===== config.mk =====
export PLATFORM = sky130hd
export DESIGN_NAME = quiz_round_controller
export DESIGN_NICKNAME = d
export VERILOG_FILES = /design/src/rtl/quiz_round_controller.sv
export SDC_FILE = /design/constraint.sdc
export NUM_CORES = 1
export LEC_CHECK = 0
export CORE_MARGIN = 2
export CORE_UTILIZATION = 56
export DETAILED_ROUTE_END_ITERATION = 12
export PLACE_DENSITY = 0.8
export SLEW_MARGIN = 20
export SYNTH_ARGS = -nofsm -noshare
export SYNTH_HDL_FRONTEND = slang
export SYNTH_SLANG_ARGS = --single-unit

===== constraint.sdc =====
create_clock -name clk -period 4.4 [get_ports clk]
set_clock_uncertainty 0.1 [all_clocks]
set_input_delay 0.66 -clock clk [delete_from_list [all_inputs] [get_ports clk]]
set_output_delay 0.66 -clock clk [all_outputs]
set_load 0.03 [all_outputs]

===== src/rtl/quiz_round_controller.sv =====
// quiz_round_controller
// Sequences one mental-math game of NUM_ROUNDS questions. Each question takes
// two operands from the free-running RNG counter and an internal LFSR. It then
// times the player's answer, judges it, and keeps score.
//
// Ports
//   clk            system clock, rising edge
//   reset          asynchronous active-low reset
//   start          level, begins a game from IDLE or DONE
//   abort          level, returns to IDLE from any state (highest priority)
//   op_sel         0 = add, 1 = multiply, sampled in GEN
//   rng_value[3:0] count value from the RNG counter
//   answer[7:0]    player answer, qualified by answer_valid
//   answer_valid   one-cycle strobe, only honoured in ASK
//   begin_count    RNG counter enable, low only in DONE
//   operand_a/b    operands of the current question
//   op_latched     operation of the current question
//   question_valid high while an answer is awaited
//   correct/wrong/timeout  one-cycle verdict pulses, asserted during RESULT
//   score, round   correct answers / questions completed this game
//   busy, done     game in progress / game finished
//
// All outputs are registered. The comb block computes the value each
// register takes on the next clock edge.
module quiz_round_controller #(
   parameter int NUM_ROUNDS     = 8,
   parameter int TIMEOUT_CYCLES = 1000
) (
   input  logic       clk,
   input  logic       reset,
   input  logic       start,
   input  logic       abort,
   input  logic       op_sel,
   input  logic [3:0] rng_value,
   input  logic [7:0] answer,
   input  logic       answer_valid,
   output logic       begin_count,
   output logic [3:0] operand_a,
   output logic [3:0] operand_b,
   output logic       op_latched,
   output logic       question_valid,
   output logic       correct,
   output logic       wrong,
   output logic       timeout,
   output logic [3:0] score,
   output logic [3:0] round,
   output logic       busy,
   output logic       done
);

   // state  | meaning
   // -------+-----------------------------------------------
   // IDLE   | no game; waits for start
   // GEN    | one cycle: capture operands and expected result
   // ASK    | question shown; answer window timer running
   // RESULT | one cycle: verdict pulse; score and round already updated
   // DONE   | game over; results held until start
   typedef enum logic [2:0] {
      S_IDLE   = 3'd0,
      S_GEN    = 3'd1,
      S_ASK    = 3'd2,
      S_RESULT = 3'd3,
      S_DONE   = 3'd4
   } state_t;

   localparam logic [15:0] TIMER_LAST = 16'(TIMEOUT_CYCLES - 1);
   localparam logic [3:0]  ROUND_LAST = 4'(NUM_ROUNDS);

   state_t      state, state_nxt;
   logic [7:0]  lfsr, lfsr_nxt;
   logic [15:0] timer, timer_nxt;
   logic [7:0]  expected, expected_nxt;
   logic [3:0]  cap_b;
   logic [3:0]  operand_a_nxt, operand_b_nxt, score_nxt, round_nxt;
   logic        op_latched_nxt, correct_nxt, wrong_nxt, timeout_nxt;
   logic        question_valid_nxt, busy_nxt, done_nxt, begin_count_nxt;

   always_comb begin
      state_nxt      = state;
      lfsr_nxt       = {lfsr[6:0], lfsr[7] ^ lfsr[5] ^ lfsr[4] ^ lfsr[3]};
      timer_nxt      = timer;
      expected_nxt   = expected;
      operand_a_nxt  = operand_a;
      operand_b_nxt  = operand_b;
      op_latched_nxt = op_latched;
      score_nxt      = score;
      round_nxt      = round;
      correct_nxt    = 1'b0;
      wrong_nxt      = 1'b0;
      timeout_nxt    = 1'b0;
      cap_b          = rng_value ^ lfsr[3:0];

      if (abort) begin
         state_nxt = S_IDLE;
      end else begin
         case (state)
            S_IDLE: begin
               if (start) begin
                  state_nxt = S_GEN;
                  score_nxt = '0;
                  round_nxt = '0;
               end
            end
            S_GEN: begin
               operand_a_nxt  = rng_value;
               operand_b_nxt  = cap_b;
               op_latched_nxt = op_sel;
               // Zero-extend before the operation so 15*15 keeps all 8 bits.
               expected_nxt   = op_sel ? ({4'b0, rng_value} * {4'b0, cap_b})
                                       : ({4'b0, rng_value} + {4'b0, cap_b});
               timer_nxt      = '0;
               state_nxt      = S_ASK;
            end
            S_ASK: begin
               timer_nxt = timer + 16'd1;
               // An answer in the final window cycle still counts.
               if (answer_valid) begin
                  state_nxt = S_RESULT;
                  round_nxt = round + 4'd1;
                  if (answer == expected) begin
                     correct_nxt = 1'b1;
                     score_nxt   = score + 4'd1;
                  end else begin
                     wrong_nxt = 1'b1;
                  end
               end else if (timer == TIMER_LAST) begin
                  state_nxt   = S_RESULT;
                  round_nxt   = round + 4'd1;
                  timeout_nxt = 1'b1;
               end
            end
            S_RESULT: begin
               state_nxt = (round == ROUND_LAST) ? S_DONE : S_GEN;
            end
            S_DONE: begin
               if (start) begin
                  state_nxt = S_GEN;
                  score_nxt = '0;
                  round_nxt = '0;
               end
            end
            default: state_nxt = S_IDLE;
         endcase
      end

      question_valid_nxt = (state_nxt == S_ASK);
      busy_nxt           = (state_nxt == S_GEN) || (state_nxt == S_ASK) ||
                           (state_nxt == S_RESULT);
      done_nxt           = (state_nxt == S_DONE);
      begin_count_nxt    = (state_nxt != S_DONE);
   end

   always_ff @(posedge clk or negedge reset) begin
      if (!reset) begin
         state          <= S_IDLE;
         lfsr           <= 8'hA5;
         timer          <= '0;
         expected       <= '0;
         operand_a      <= '0;
         operand_b      <= '0;
         op_latched     <= 1'b0;
         score          <= '0;
         round          <= '0;
         correct        <= 1'b0;
         wrong          <= 1'b0;
         timeout        <= 1'b0;
         question_valid <= 1'b0;
         busy           <= 1'b0;
         done           <= 1'b0;
         begin_count    <= 1'b1;
      end else begin
         state          <= state_nxt;
         lfsr           <= lfsr_nxt;
         timer          <= timer_nxt;
         expected       <= expected_nxt;
         operand_a      <= operand_a_nxt;
         operand_b      <= operand_b_nxt;
         op_latched     <= op_latched_nxt;
         score          <= score_nxt;
         round          <= round_nxt;
         correct        <= correct_nxt;
         wrong          <= wrong_nxt;
         timeout        <= timeout_nxt;
         question_valid <= question_valid_nxt;
         busy           <= busy_nxt;
         done           <= done_nxt;
         begin_count    <= begin_count_nxt;
      end
   end

endmodule

# ---- Word level (Yosys, flattened, before mapping)
# Index checks and enable logic that the tools add are counted.
dict set report word_totals {
  inputBits 18
  reg_bits 59
}
dict set report op_classes {
  n_mul 1
  bitwise 5
  addsub 4
  eq_ne 16
  muxes 27
  reduce_logical 10
}
# cell n
set op_table {}
lappend op_table {{$pmux 16 s2} 1}
lappend op_table {{$mux 4} 5}
lappend op_table {{$add 16x1->16 const B} 1}
lappend op_table {{$eq 16x10->1 const B} 1}
lappend op_table {{$pmux 4 s2} 2}
lappend op_table {{$mux 3} 5}
lappend op_table {{$eq 3x2->1 const B} 4}
lappend op_table {{$mux 1} 12}
lappend op_table {{$pmux 3 s4} 1}
lappend op_table {{$add 4x1->4 const B} 2}
lappend op_table {{$eq 8x8->1} 1}
lappend op_table {{$mul 4x4->8} 1}
lappend op_table {{$mux 8} 1}
lappend op_table {{$eq 3x1->1 const B} 2}
lappend op_table {{$eq 3x3->1 const B} 2}
lappend op_table {{$ne 3x3->1 const B} 2}
lappend op_table {{$add 4x4->5} 1}
lappend op_table {{$reduce_and 5->1} 1}
lappend op_table {{$eq 4x4->1 const B} 1}
lappend op_table {{$ne 2x2->1 const B} 2}
lappend op_table {{$reduce_and 2->1} 2}
lappend op_table {{$reduce_and 4->1} 1}
lappend op_table {{$reduce_bool 2->1} 2}
lappend op_table {{$xor 4x4->4} 1}
lappend op_table {{other kinds (6)} 9}

# ---- Depth between registers and ports, before layout
# Gate-level depths: netlist of the first run.
dict set report depth {
  word_depth 8
  mapped_depth 12
}

# ---- Least setup slack after synthesis of the first run
# No wires, ideal clock.
dict set report synth_timing {
  kind {input -> register}
  startpoint {in rng_value[3]}
  endpoint {reg expected[7]}
  cell_stages 11
  t_required_ns 4.174
  setup_slack_ns 0.828
  setup_ns 0.126
  n_path_buf 0
  t_arrival_ns 3.346
  cell_sequence {ha_1 nand2b_1 fa_1 inv_1 fa_1 ha_1 a211oi_1 o21bai_1 a21oi_1 xor2_1 o21ai_0}
}
dict set report synth_via {
  elab_chain_cells 3
}
# item line
set synth_rtl {}
lappend synth_rtl {{start, declared} 34} ;# input logic [3:0] rng_value,
lappend synth_rtl {{$xor 4x4->4} 91} ;# cap_b = rng_value ^ lfsr[3:0];
lappend synth_rtl {{$mul 4x4->8 (*)} 109} ;# expected_nxt = op_sel ? ({4'b0, rng_value} * {4'b0, cap_b})
lappend synth_rtl {{$mux 8 (*)} 109}
lappend synth_rtl {{end signal, assigned} 175} ;# expected <= expected_nxt;
lappend synth_rtl {{end, declared} 72} ;# logic [7:0] expected, expected_nxt;
# Mark *: on every way between the ends. The rest lies on a longest branch, timed or not.
# A chain may end at the register's enable or synchronous reset.

# ---- Worst setup path after layout of the first run
# Ends and elaborated chain as after synthesis.

==> results of run 1 <==
per-stage QoR:
step | hold slack, ps | power (uW) | area, um2 | instances
floorplan | 233 | 1010 | 3310 | 336
global placement | 236 | 1180 | 3840 | 449
global route | 280 | 1800 | 4040 | 465
CTS | 261 | 1710 | 4040 | 465
detailed placement | 239 | 1190 | 3840 | 449
finish | 260 | 1700 | 4040 | 465
cells by family after synthesis:
| logic type | count (synthesis) | share of synthesized area, % |
|---|---|---|
| compound gates | 59 | 10.9 |
| xor+xnor | 33 | 8.96 |
| fa+ha+maj | 24 | 9.98 |
| buf+inv | 25 | 2.91 |
| flops | 59 | 44.8 |
| mux | 3 | 0.983 |
| simple gates | 133 | 21.4 |
power breakdown:
group / internal [uW] / switching, uW
Combinational: 204 / 284
Sequential: 628 / 63.9
Clock: 292 / 225
Total: 1120 / 574
flip-flops by register name (all words and copies together) (netlist names):
signal	flops
expected	8
correct	1
done	1
score	4
begin_count	1
op_latched	1
wrong	1
timer	16
timeout	1
question_valid	1
operand_a	4
state	3
lfsr	8
round	4
busy	1
operand_b	4
routing by layer:
metal  GRT usage [%]  vias up  routed length, um
met3            6.33       20                272
met5               0        -                  0
met4            12.0        0                198
met1            28.3     1244               2910
li1                -     1255                  -
met2            39.8       55               3440
cell type report:
type                       count  area (um2)
multi-input combinational    252        1740
inverter                      17        63.8
sequential                    59        1480
tap                           72        90.1
clock inverter                 4        50.0
clock buffer                  12         155
timing repair buffer          49         465
fill                         442        1570
worst max-delay path by stage:
stage,depth (start not counted),slack (ps),to,startpoint
after floorplan,11,830,expected[7]$_DFFE_PN0P_,rng_value[3]
after CTS,12,650,expected[7]$_DFFE_PN0P_,rng_value[3]
after global placement,12,310,expected[7]$_DFFE_PN0P_,rng_value[3]
after global routing,12,440,expected[7]$_DFFE_PN0P_,rng_value[3]
after detailed placement,12,280,expected[7]$_DFFE_PN0P_,rng_value[3]
final,12,660,expected[7]$_DFFE_PN0P_,rng_value[3]
cell usage in the layout, fill, tap and decap left out, types with 3 or more instances in the layout:
master,count
nand2b_1,4
buf_4,8
nor3_1,6
inv_1,17
and3_1,4
fa_1,4
dfstp_2,5
o31ai_1,5
xor2_1,15
clkbuf_8,11
dfrtp_1,54
nand2_1,43
or3_1,5
clkdlybuf4s50_1,40
nor2b_1,8
xnor2_1,17
a211oi_1,3
nand3_1,8
a21oi_1,13
ha_1,20
a31oi_1,3
nor2_1,31
nor4_4,3
o21ai_0,23
critical path, stage by stage:
cell	delay, ps
clkdlybuf4s50_1	470
ha_1	330
nand2b_1	170
fa_1	540
inv_1	50
fa_1	520
ha_1	330
a211oi_1	280
o21bai_1	110
a21oi_1	180
xor2_1	150
o21ai_0	80
==> metrics, run 1 <==
status=complete, no violations; Worst R2R Path Depth=12; port bufs=41; pre-CTS setup slack=278 ps; PostCTS Resize Cnt=0; WL/cell=14.7 um; RR Endpoint=expected[7]$_DFFE_PN0P_; leakage=0.00181 uW; Synth top area share=40.8%; Worst Setup End Kind=flop; total gr overflow=0; Fin. Hold Viols=0; total track usage=23.8%; Hold Path Class=reg2reg; cell with the most instances after synthesis=dfrtp_1; Slew @ Worst Pin=729 ps; WHS Endpoint=lfsr[7]$_DFF_PN1_; nets=430; crit-path max FO=4; Required @ worst endpoint=4530 ps; drc violations=0; Peak supply drop=357 uV; slack of the critical path=656 ps; row count=27; Post-synth top cells=54 x dfrtp_1, 43 x nand2_1, 31 x nor2_1, 23 x o21ai_0, 20 x ha_1; cell accounting for the most synthesized area=dfrtp_1; vias in the first global route=2601; routed vias/inst=5.54; Critical Path Start Type=primary input; internal reg-to-reg setup slack=900 ps; Yosys reg bits=59; WHS Path Cells=0; first-pass GRT wire length=11700 um; CTS sink count=59; hpwl dp=4990 um; sequential fraction of the synthesis area=44.8%; Antenna diodes=0; Synth area leaders=dfrtp_1 41%, ha_1 7.6%, nand2_1 4.9%; Max Buffers Root-to-Sink=2; DR iter-0 viols=165; Die Y=80.9 um; synthesized cell area=0.00331 mm2; Final setup viols=0; Post-synth EDFFs=0; Layout Utilization=72.1%; core area=0.00561 mm2; Post-CTS Setup Repair Bufs=0; Netlist cell types=51; number of buffers created by CTS=9; Hold Buf Count CTS=0; first drt pass iteration count=4; RSZ-0062 raised after global routing=false; min Tclk post-route=3740 ps; setup tns final=0 ps; max-cap viol count=0; DRT antenna net count=0; largest net degree at the start of global routing=60; Ports=42; Critical Path AT=3870 ps; initial antenna violation count=0; Die ar.=0.00654 mm2; mean area per synthesized cell=9.85 um2; final worst-path cycle share=85.1%; DR vias=2574; die width=80.9 um; PD cells=420 mW/mm2; Yosys warning count=0; initial core utilization=59.0%; clk slew on worst S/H paths=70 ps; dominant synthesized flop cell=dfrtp_1; share of layout cells above drive strength 1=11.2%; Clock Root Buffer=clkbuf_8; hold_sp=lfsr[6]$_DFF_PN0_; asr flop ratio synth=100%; Syn Nets=378; Gate Count Post-Synth=336; Crit Reg-Reg Startpoint=lfsr[2]$_DFF_PN1_; fmax=267 MHz; H-tree depth=3; routability cong.=0.940; Worst slew margin=51.4%; critical path type=in2reg; clock insertion delay at the later pin of the skew report=350 ps; CTS tree=done; Area Overhead vs Synth=22.2%; routed wire length=6820 um; final slew viol count=0
(Power assumes the default switching activity.)
==> run 2, diff against run 1 <==
--- a/config.mk
+++ b/config.mk
@@ -8,6 +8,7 @@
 export CORE_MARGIN = 2
 export CORE_UTILIZATION = 56
 export DETAILED_ROUTE_END_ITERATION = 12
+export GPL_ROUTABILITY_DRIVEN = 0
 export PLACE_DENSITY = 0.8
 export SLEW_MARGIN = 20
 export SYNTH_ARGS = -nofsm -noshare
==> metrics, run 2 (synthesized netlist as in run 1, its figures left out) <==
status=complete, no violations; final worst-path cycle share=87.5% (+2.4 points); PD cells=403 mW/mm2 (-4.1%); CTS tree=done; DRT antenna net count=0 (unchanged); Fin. Hold Viols=0 (unchanged); row count=27 (unchanged); Max Buffers Root-to-Sink=2 (unchanged); Worst slew margin=38.3% (-13 points); Final setup viols=0 (unchanged); die width=80.9 um (unchanged); combinational share of power=30.2% (+1.4 points); first-pass GRT wire length=11200 um (-3.6%); most common cell after layout, fill and taps aside=dfrtp_1; register share of total power=43.1% (+2.3 points); Crit. Startpoint=rng_value[3]; max-cap viol count=0 (unchanged); max reg flops=16 (unchanged); net load switching power=549 uW (-4.4%); Slew @ Worst Pin=924 ps (+195 ps); RSZ-0062 raised after global routing=false; leakage=0.00180 uW (-0.57%); non-filler instance count after layout=464 (-0.22%); Peak supply drop=321 uV (-10%); register area=0.00148 mm2 (unchanged); Post-CTS Setup Repair Bufs=0 (unchanged); routed wire length=6440 um (-5.5%); Largest regs=timer (16), expected (8), lfsr (8); DP Area=0.00383 mm2 (-0.20%); Required @ worst endpoint=4510 ps (-20 ps); clk slew on worst S/H paths=60 ps (about the same); core area=0.00561 mm2 (unchanged); Hold Buf Count CTS=0 (unchanged); Die Y=80.9 um (unchanged); vias in the first global route=2499 (-3.9%); Die ar.=0.00654 mm2 (unchanged); Critical Path Start Type=primary input; Int Pwr=1060 uW (-5.3%); Largest Register=timer; DR iter-0 viols=98 (-41%); final instance area=0.00400 mm2 (-0.96%); hpwl dp=4800 um (-3.8%); Crit Reg-Reg Startpoint=lfsr[2]$_DFF_PN1_; total gr overflow=0 (unchanged); fillcell total=443 (+0.23%); Critical Path AT=3960 ps (+90 ps); number of buffers created by CTS=9 (unchanged); port bufs=41 (unchanged); first drt pass iteration count=4 (unchanged); WL/cell=13.9 um (-5.3%); CTS sink count=59 (unchanged); Area Overhead vs Synth=21.0%; nets=429 (-0.23%); setup tns final=0 ps (unchanged); critical path's top delay family=adder cells; clock insertion delay at the later pin of the skew report=330 ps (-20 ps); Cells after DPL=448 (-0.22%); PostCTS Resize Cnt=0 (unchanged); largest net degree at the start of global routing=60 (unchanged); Switching Fraction=34.0% (+0.22 points); Worst path max stage delay=540 ps (about the same); initial antenna violation count=0 (unchanged); Design Power=1610 uW (-5.0%); Clock Root Buffer=clkbuf_8; area of the multi-input gates=0.00174 mm2 (unchanged); Hold Path Class=reg2reg; most frequent cells in the layout=54 x dfrtp_1, 43 x nand2_1, 40 x clkdlybuf4s50_1, 31 x nor2_1, 23 x o21ai_0; Slowest-stage cell, CP=fa_1; DR vias=2532 (-1.6%); initial core utilization=59.0% (unchanged); worst path bufs/invs=2 (unchanged); final slew viol count=0 (unchanged); routed vias/inst=5.46 (-1.4%); total track usage=22.4% (-1.4 points); hold_sp=lfsr[6]$_DFF_PN0_; drc violations=0 (unchanged); Antenna diodes=0 (unchanged); Min Hold Slack=263 ps (+3.13 ps); Ports=42 (unchanged); Worst Setup End Kind=flop; CP Cell Sequence=clkdlybuf4s50_1 > ha_1 > nand2b_1 > fa_1 > inv_1 > fa_1 > ha_1 > a211oi_1 > o21bai_1 > a21oi_1 > xor2_1 > o21ai_0; share of layout cells above drive strength 1=10.7% (-0.48 points); critical path type=in2reg; crit-path max FO=4 (unchanged); portion of total power attributed to the clock network=26.7% (-3.8 points); fmax=260 MHz (-2.7%); H-tree depth=3 (unchanged); min Tclk post-route=3850 ps (+105 ps)
-- run 2: cell count changes in the layout (fill, tap and decap cells not counted), sizes merged --
cell / delta
bufinv: -1
clkbuf: +1
clkinv: +2
clkinvlp: -2
buf: -1
-- run 2: worst register-to-register path, cell delays in order (launching register included) --
cell and delay (ps):
dfstp_2 560, inv_1 50, ha_1 280, nand2b_1 170, fa_1 510, inv_1 50
fa_1 520, ha_1 340, a211oi_1 330, o21bai_1 120, a21oi_1 170, xor2_1 150
o21ai_0 80
-- run 2: final timing paths --
check | slack, ps | cells after the start | to
hold reg to reg | 260 | 0 | lfsr[7]$_DFF_PN1_
hold / removal | 260 | 0 | lfsr[7]$_DFF_PN1_
min in group asynchronous | 350 | 2 | score[2]$_DFFE_PN0P_
setup / recovery | 550 | 12 | expected[7]$_DFFE_PN0P_
max in group asynchronous | 3350 | 2 | lfsr[3]$_DFF_PN0_
setup reg to reg | 840 | 12 | expected[7]$_DFFE_PN0P_
-- run 2: cell type report --
class                      count  area share (%)
clock buffer                  13            3.97
clock inverter                 3           0.375
inverter                      17            1.59
multi-input combinational    252            43.3
sequential                    59            37.0
tap                           72            2.25
timing repair buffer          48            11.4
-- run 2: per-stage QoR --
stage | setup slack [ps] | util (%)
floorplan | 828 | -
global placement | 311 | 68.3
detailed placement | 226 | 68.3
CTS | 554 | 71.4
global route | 417 | 71.4
finish | 551 | 71.4
-- run 2: routing by layer --
layer  GRT usage, %  wire length (um)  part of all wire (%)  vias up
li1               -                 -                     -     1263
met1           26.6              2710                    42     1201
met2           39.3              3360                    52       56
met3           6.22               287                   4.5       12
met4           7.12                83                   1.3        0
met5              0                 0                     0        -
-- run 2: power groups by stage --
stage               sequential, uW  combinational, uW  clock (uW)
global placement               700                480           0
floorplan                      786                221           0
CTS                            698                493         438
finish                         696                487         431
global route                   708                537         467
detailed placement             705                491           0
==> run 3, diff against run 2 <==
--- a/config.mk
+++ b/config.mk
@@ -9,6 +9,7 @@
 export CORE_UTILIZATION = 56
 export DETAILED_ROUTE_END_ITERATION = 12
 export GPL_ROUTABILITY_DRIVEN = 0
+export MAX_ROUTING_LAYER = met4
 export PLACE_DENSITY = 0.8
 export SLEW_MARGIN = 20
 export SYNTH_ARGS = -nofsm -noshare
==> metrics, run 3 (synthesized netlist as in run 1, its figures left out) <==
Fin. Hold Viols=0 (unchanged); top layer in use=met4; routed vias/inst=5.47 (+0.16%); H-tree depth=3 (unchanged); CP Cell Sequence=clkdlybuf4s50_1 > ha_1 > nand2b_1 > fa_1 > inv_1 > fa_1 > ha_1 > a211oi_1 > o21bai_1 > a21oi_1 > xor2_1 > o21ai_0; Critical Path Start Type=primary input; Worst slew margin=40.0% (+1.8 points); Slew @ Worst Pin=897 ps (-26.4 ps); row count=27 (unchanged); worst path bufs/invs=2 (unchanged); Hold Buf Count CTS=0 (unchanged); status=complete, no violations; first-pass GRT wire length=11300 um (+0.18%); RSZ-0062 raised after global routing=false; die width=80.9 um (unchanged); Cells after DPL=448 (unchanged); Hold Path Class=reg2reg; setup tns final=0 ps (unchanged); CTS sink count=59 (unchanged); Area Overhead vs Synth=21.0% (unchanged); number of buffers created by CTS=9 (unchanged); final slew viol count=0 (unchanged); total gr overflow=0 (unchanged); Worst Setup End Kind=flop; most common cell after layout, fill and taps aside=dfrtp_1; share of layout cells above drive strength 1=10.7% (unchanged); core area=0.00561 mm2 (unchanged); PD cells=403 mW/mm2 (about the same); leakage=0.00180 uW (unchanged); DR vias=2536 (+0.16%); clk slew on worst S/H paths=60 ps (about the same); final worst-path cycle share=87.5% (about the same); Worst path max stage delay=540 ps (about the same); Largest regs=timer (16), expected (8), lfsr (8); DR iter-0 viols=100 (+2.0%); metal3 WL=299 um (+4.2%); Post-CTS Setup Repair Bufs=0 (unchanged); Final setup viols=0 (unchanged); min Tclk post-route=3850 ps (+2.49 ps); Antenna diodes=0 (unchanged); DRT antenna net count=0 (unchanged); Critical Path AT=3960 ps (about the same); hpwl dp=4800 um (unchanged); fmax=260 MHz (about the same); Die Y=80.9 um (unchanged); Peak supply drop=321 uV (about the same); first drt pass iteration count=4 (unchanged); routed wire length=6440 um (about the same); Die ar.=0.00654 mm2 (unchanged); largest net degree at the start of global routing=60 (unchanged); crit-path max FO=4 (unchanged); Worst R2R Path Depth=12 (unchanged); initial antenna violation count=0 (unchanged); Required @ worst endpoint=4510 ps (about the same); vias in the first global route=2491 (-0.32%); PostCTS Resize Cnt=0 (unchanged); Clock Root Buffer=clkbuf_8; critical path type=in2reg; drc violations=0 (unchanged); CTS tree=done; stages on the worst setup path=12 (unchanged); Max Buffers Root-to-Sink=2 (unchanged); met1 WL=2700 um (-0.15%); nets=429 (unchanged); fillcell total=443 (unchanged); most frequent cells in the layout=54 x dfrtp_1, 43 x nand2_1, 40 x clkdlybuf4s50_1, 31 x nor2_1, 23 x o21ai_0; initial core utilization=59.0% (unchanged); max reg flops=16 (unchanged); Min Hold Slack=263 ps (-0.00200 ps); total track usage=23.1% (+0.66 points); clock insertion delay at the later pin of the skew report=330 ps (about the same); critical path's top delay family=adder cells; Ports=42 (unchanged); non-filler instance count after layout=464 (unchanged); WL/cell=13.9 um (about the same); max-cap viol count=0 (unchanged); port bufs=41 (unchanged); WHS Path Cells=0 (unchanged); Slowest-stage cell, CP=fa_1; Design Power=1610 uW (about the same); Largest Register=timer; Routed met2 length=3350 um (-0.30%)
run 3: cell counts in the layout (fill, tap and decap cells not counted):
No cell type changed its count.
run 3: power by group:
part	leakage [uW]	total, uW	internal [uW]	switching, uW
registers	0.000779	696	629	66.8
logic	0.000925	486	203	283
clock network	0.0000932	430	232	198
run 3: stage by stage:
step	util (%)	setup WS (ps)	instance area [um2]
after detailed placement	68.3	226	3830
after floorplan	-	828	3310
after CTS	71.4	554	4000
after global routing	71.4	417	4000
final	71.4	548	4000
after global placement	68.3	311	3830
run 3: per-layer routing:
metal | vias to the layer above | GRT usage [%]
met5 | - | -
met3 | 11 | 6.22
met1 | 1199 | 26.6
li1 | 1263 | -
met2 | 63 | 39.3
met4 | 0 | 7.12
run 3: area by class of cell:
| cell class | count | area [um2] | share of cell area (%) |
|---|---|---|---|
| inverter | 17 | 63.8 | 1.59 |
| timing repair buffer | 48 | 458 | 11.4 |
| tap | 72 | 90.1 | 2.25 |
| sequential | 59 | 1480 | 37.0 |
| clock buffer | 13 | 159 | 3.97 |
| multi-input combinational | 252 | 1740 | 43.3 |
| clock inverter | 3 | 15.0 | 0.375 |
run 3: path summary, 6_finish.rpt:
| kind | from | endpoint | slack, ps |
|---|---|---|---|
| max in group asynchronous | reset | operand_a[3]$_DFFE_PN0P_ | 3360 |
| worst max register to register | lfsr[2]$_DFF_PN1_ | expected[7]$_DFFE_PN0P_ | 840 |
| worst min register to register | lfsr[6]$_DFF_PN0_ | lfsr[7]$_DFF_PN1_ | 260 |
| min in group asynchronous | reset | timeout$_DFF_PN0_ | 360 |
| worst min-delay path | lfsr[6]$_DFF_PN0_ | lfsr[7]$_DFF_PN1_ | 260 |
| worst max-delay path | rng_value[3] | expected[7]$_DFFE_PN0P_ | 550 |
==> edit 1, RTL diff (flow settings as in run 3) <==
The 5 states of `state_t` get a one-hot encoding in 5 bits.
--- a/src/rtl/quiz_round_controller.sv
+++ b/src/rtl/quiz_round_controller.sv
@@ -56,10 +56,10 @@
    // RESULT | one cycle: verdict pulse; score and round already updated
    // DONE   | game over; results held until start
-   typedef enum logic [2:0] {
-      S_IDLE   = 3'd0,
-      S_GEN    = 3'd1,
-      S_ASK    = 3'd2,
-      S_RESULT = 3'd3,
-      S_DONE   = 3'd4
+   typedef enum logic [4:0] {
+      S_IDLE   = 5'b00001,
+      S_GEN    = 5'b00010,
+      S_ASK    = 5'b00100,
+      S_RESULT = 5'b01000,
+      S_DONE   = 5'b10000
    } state_t;
 
Check against the original RTL: no difference found for any inputs over 10 cycles, from zero or initial values and one cycle with reset low; not proved beyond that.
==> edit 1 against run 3 <==
Sequential share of layout area shrank 0.49 points; critical endpoint unchanged; highest routed layer unchanged; total power grew 0.15%; wire length grew 15%; area after synthesis grew 5.0%; sequential cell count grew 2; die area grew 4.8%; setup slack gained 0.025 ns; first-iteration DRC count grew 49%; cell area grew 4.8%.
==> edit 1: results <==
{
  "status": "completed",
  "routed_via_density": 5.66,
  "arrival_ns": 3.95,
  "ir_worst_vdd_uv": 262,
  "synthesis.nets": 394,
  "hpwl_um": 5340,
  "worst_slew_pin_slew_ns": 0.974,
  "placed_area_um2": 3960,
  "ys.warnings.count": 0,
  "hold_path.class": "in -> async",
  "clkTransAtPathRegs_ns": 0.08,
  "wl_um": 7380,
  "grt_first_pass_wirelength_um": 12300,
  "nFillCells": 465,
  "crit_path_max_incr_delay_ns": 0.61,
  "first_pass_iters": 5,
  "yosys-top-cells-area": "dfrtp_1 40%, ha_1 7.2%, xnor2_1 5.3%",
  "nets": 440,
  "drive_gt1_share_pct": 10.4,
  "ys_types": 49,
  "drt_iter0_markers": 149,
  "globalRouteTotalUtil_pct": 24.8,
  "ys_seq_area_share_pct": 44.1,
  "numCtsBuffers": 9,
  "clk_latency_ns": 0.35,
  "synthTopCellsByCount": "55 x dfrtp_1, 40 x nand2_1, 29 x nor2_1, 23 x o21ai_0, 21 x xnor2_1",
  "leakage_uw": 0.00188,
  "grt_pass1_vias": 2658,
  "grt_max_degree": 41,
  "critPathMaxFanout": 5
}
[edit 1: changes by cell type after synthesis, moves of 4 or more]
cell,delta
nor2b_1,+4
nand4_1,+6
xnor2_1,+4
mux2i_1,+4
or3_1,-5
nand2b_1,+4
[edit 1: layer usage]
metal	vias up	wire length [um]	track usage, %
li1	1300	-	-
met1	1296	3050	28.0
met2	88	3780	41.9
met3	21	352	4.65
met4	0	201	13.0
met5	-	0	-
[edit 1: worst max-delay path, delay by kind of cell]
family                     cells  cell delay (ns)
buffers and inverters          2             0.48
AOI/OAI and AO/OA              4             0.70
xor gates and xnor gates       1             0.16
and+or+nand+nor                1             0.18
adders and majority gates      4             1.77
[edit 1: through the flow]
step / worst slack, ns / cells / total power, uW
6_report: 0.573 / 478 / 1610
5_1_grt: 0.444 / 478 / 1690
4_1_cts: 0.601 / 478 / 1620
3_5_place_dp: 0.241 / 462 / 1030
3_3_place_gp: 0.370 / 462 / 1020
2_1_floorplan: 0.843 / 352 / 893
[edit 1: path summary, 6_finish.rpt]
| check | slack (ns) | startpoint | endpoint | depth (start not counted) |
|---|---|---|---|---|
| max in group asynchronous | 3.13 | reset | operand_b[2] | 2 |
| worst max-delay path | 0.57 | rng_value[1] | expected[7] | 12 |
| worst min-delay path | 0.17 | reset | round[3] | 1 |
| worst max register to register | 0.80 | lfsr[2] | expected[7] | 12 |
| min in group clk | 0.26 | lfsr[6] | lfsr[7] | 0 |
| worst min register to register | 0.26 | lfsr[6] | lfsr[7] | 0 |
[edit 1: layout make-up]
cell class	instances	area, um2	area share [%]
Multi-Input combinational cell	260	1800	43.0
Clock inverter	3	67.6	1.61
Inverter	17	63.8	1.52
Sequential cell	61	1530	36.5
Clock buffer	13	169	4.02
Tap cell	75	93.8	2.24
Timing Repair Buffer	49	465	11.1
[edit 1: cells by family (layout without fill, tap and decap cells)]
logic type	count (synthesis)	count (layout)	synth area share, %
mux	5	5	1.44
simple gates	136	136	21.4
compound gates	57	57	9.98
buf+inv	31	82	3.93
fa+ha+maj	24	24	9.51
xor+xnor	38	38	9.58
flops	61	61	44.1
[edit 1: where the power goes]
group	internal, uW	switching, uW
combinational	157	202
sequential	620	46.9
clock	366	223
==> edit 2, RTL diff (flow settings as in run 3) <==
Made on the original files. Change the parameter `TIMEOUT_CYCLES` from 1000 to 500.
--- a/src/rtl/quiz_round_controller.sv
+++ b/src/rtl/quiz_round_controller.sv
@@ -25,5 +25,5 @@
 module quiz_round_controller #(
    parameter int NUM_ROUNDS     = 8,
-   parameter int TIMEOUT_CYCLES = 1000
+   parameter int TIMEOUT_CYCLES = 500
 ) (
    input  logic       clk,
Function: no difference found for any inputs over 10 cycles, from zero or initial values and one cycle with reset low; that may be too few to reach the edited logic, so the function may still have changed.
==> edit 2 against run 3 <==
Wire length is 7.4% higher; cell area is 1.4% higher; area after synthesis is 0.68% higher; setup slack better by 0.059 ns; sequential cell count stayed put; final cell count is 1.5% lower; total power is 11% higher; worst hold slack hardly changed.
==> edit 2: results <==
{
  "holdWs_ns": 0.263,
  "vias": 2517,
  "status": "completed",
  "globalRouteTotalUtil_pct": 24.3,
  "swShare_pct": 31.3,
  "post_cts_buffers": 0,
  "ir_worst_vdd_uv": 308,
  "avgRoutedWirePerCell_um": 15.1,
  "numCtsBuffers": 9,
  "root_buffer": "clkbuf_8",
  "reg2reg_slack_ns": 0.84,
  "hold_path.class": "reg -> reg",
  "synthesis.nets": 370,
  "yosys-top-cells-area": "dfrtp_1 41%, ha_1 7.5%, xnor2_1 4.7%",
  "ys_async_sr_fraction_pct": 100,
  "ys_seq_area_share_pct": 44.5,
  "crit_family": "adder cells",
  "post_cts_resized": 0,
  "crit_slowest_cell": "fa_1",
  "crit_path_max_incr_delay_ns": 0.53,
  "drt_iter0_markers": 103,
  "grt_max_degree": 60,
  "arrival_ns": 3.91,
  "wl_um": 6910,
  "first_pass_iters": 4,
  "clk_latency_ns": 0.34,
  "leakage_uw": 0.00183,
  "top_regs": "timer (16), expected (8), lfsr (8)",
  "cts_buffer_depth": 2,
  "ys_types": 55,
  "syn-instance-count": 328,
  "synthTopCellsByCount": "54 x dfrtp_1, 39 x nand2_1, 28 x nor2_1, 20 x ha_1, 18 x xnor2_1",
  "placedCellCount": 441,
  "nFillCells": 460,
  "drive_gt1_share_pct": 11.3,
  "nets": 419,
  "critPathMaxFanout": 5,
  "cts_htree_levels": 3,
  "port_buffers": 41,
  "grt_first_pass_wirelength_um": 11700,
  "diodes": 0,
  "hpwl_um": 4980,
  "worst_slew_pin_slew_ns": 0.816,
  "antenna_found_initial": 0,
  "clkTransAtPathRegs_ns": 0.06,
  "ys.warnings.count": 0
}
-- edit 2: layer usage --
| metal | vias to the layer above | GRT usage [%] | share of wire, % |
|---|---|---|---|
| li1 | 1227 | - | - |
| met1 | 1214 | 27.8 | 42 |
| met2 | 63 | 40.9 | 51 |
| met3 | 13 | 6.22 | 4.4 |
| met4 | 0 | 9.49 | 2.2 |
| met5 | - | - | 0 |
-- edit 2: power groups by stage --
stage,Sequential [uW],Clock (uW),Combinational (uW)
floorplan,794,0,223
global placement,708,0,482
detailed placement,711,0,495
global route,715,630,543
CTS,702,607,501
finish,701,596,496
-- edit 2: final cells by class --
type                    instances  area, um2  share of cell area, %
multi-input cells             243       1720                   42.5
well taps                      75       93.8                   2.31
repair buffers                 48        458                   11.3
clock inverters                 5        100                   2.47
flip-flops and latches         59       1480                   36.5
clock buffers                  11        141                   3.48
inverters                      16       60.1                   1.48
-- edit 2: cell families (layout without fill, tap and decap cells) --
group,after synthesis,in the layout,share of synthesized area [%]
simple gates,127,127,21.1
flops,59,59,44.5
buf+inv,26,80,3.72
fa+ha+maj,24,24,9.92
compound gates,53,53,10.3
mux,4,4,1.24
xor+xnor,35,35,9.20
-- edit 2: worst paths after layout --
check,startpoint,end,cells past startpoint
setup / recovery,rng_value[1],expected[7],12
hold / removal,lfsr[6],lfsr[7],0
setup reg to reg,lfsr[2],expected[7],12
hold reg to reg,lfsr[6],lfsr[7],0
max in group asynchronous,reset,op_latched,2
min in group asynchronous,reset,round[1],2
-- edit 2: stage by stage --
step	cell area, um2	worst slack [ns]	util (%)	power [uW]
after floorplan	3330	0.833	-	1020
after global placement	3820	0.375	65.3	1190
after detailed placement	3820	0.252	65.3	1210
after CTS	4060	0.611	69.4	1810
after global routing	4060	0.400	69.4	1890
final	4060	0.607	69.4	1790
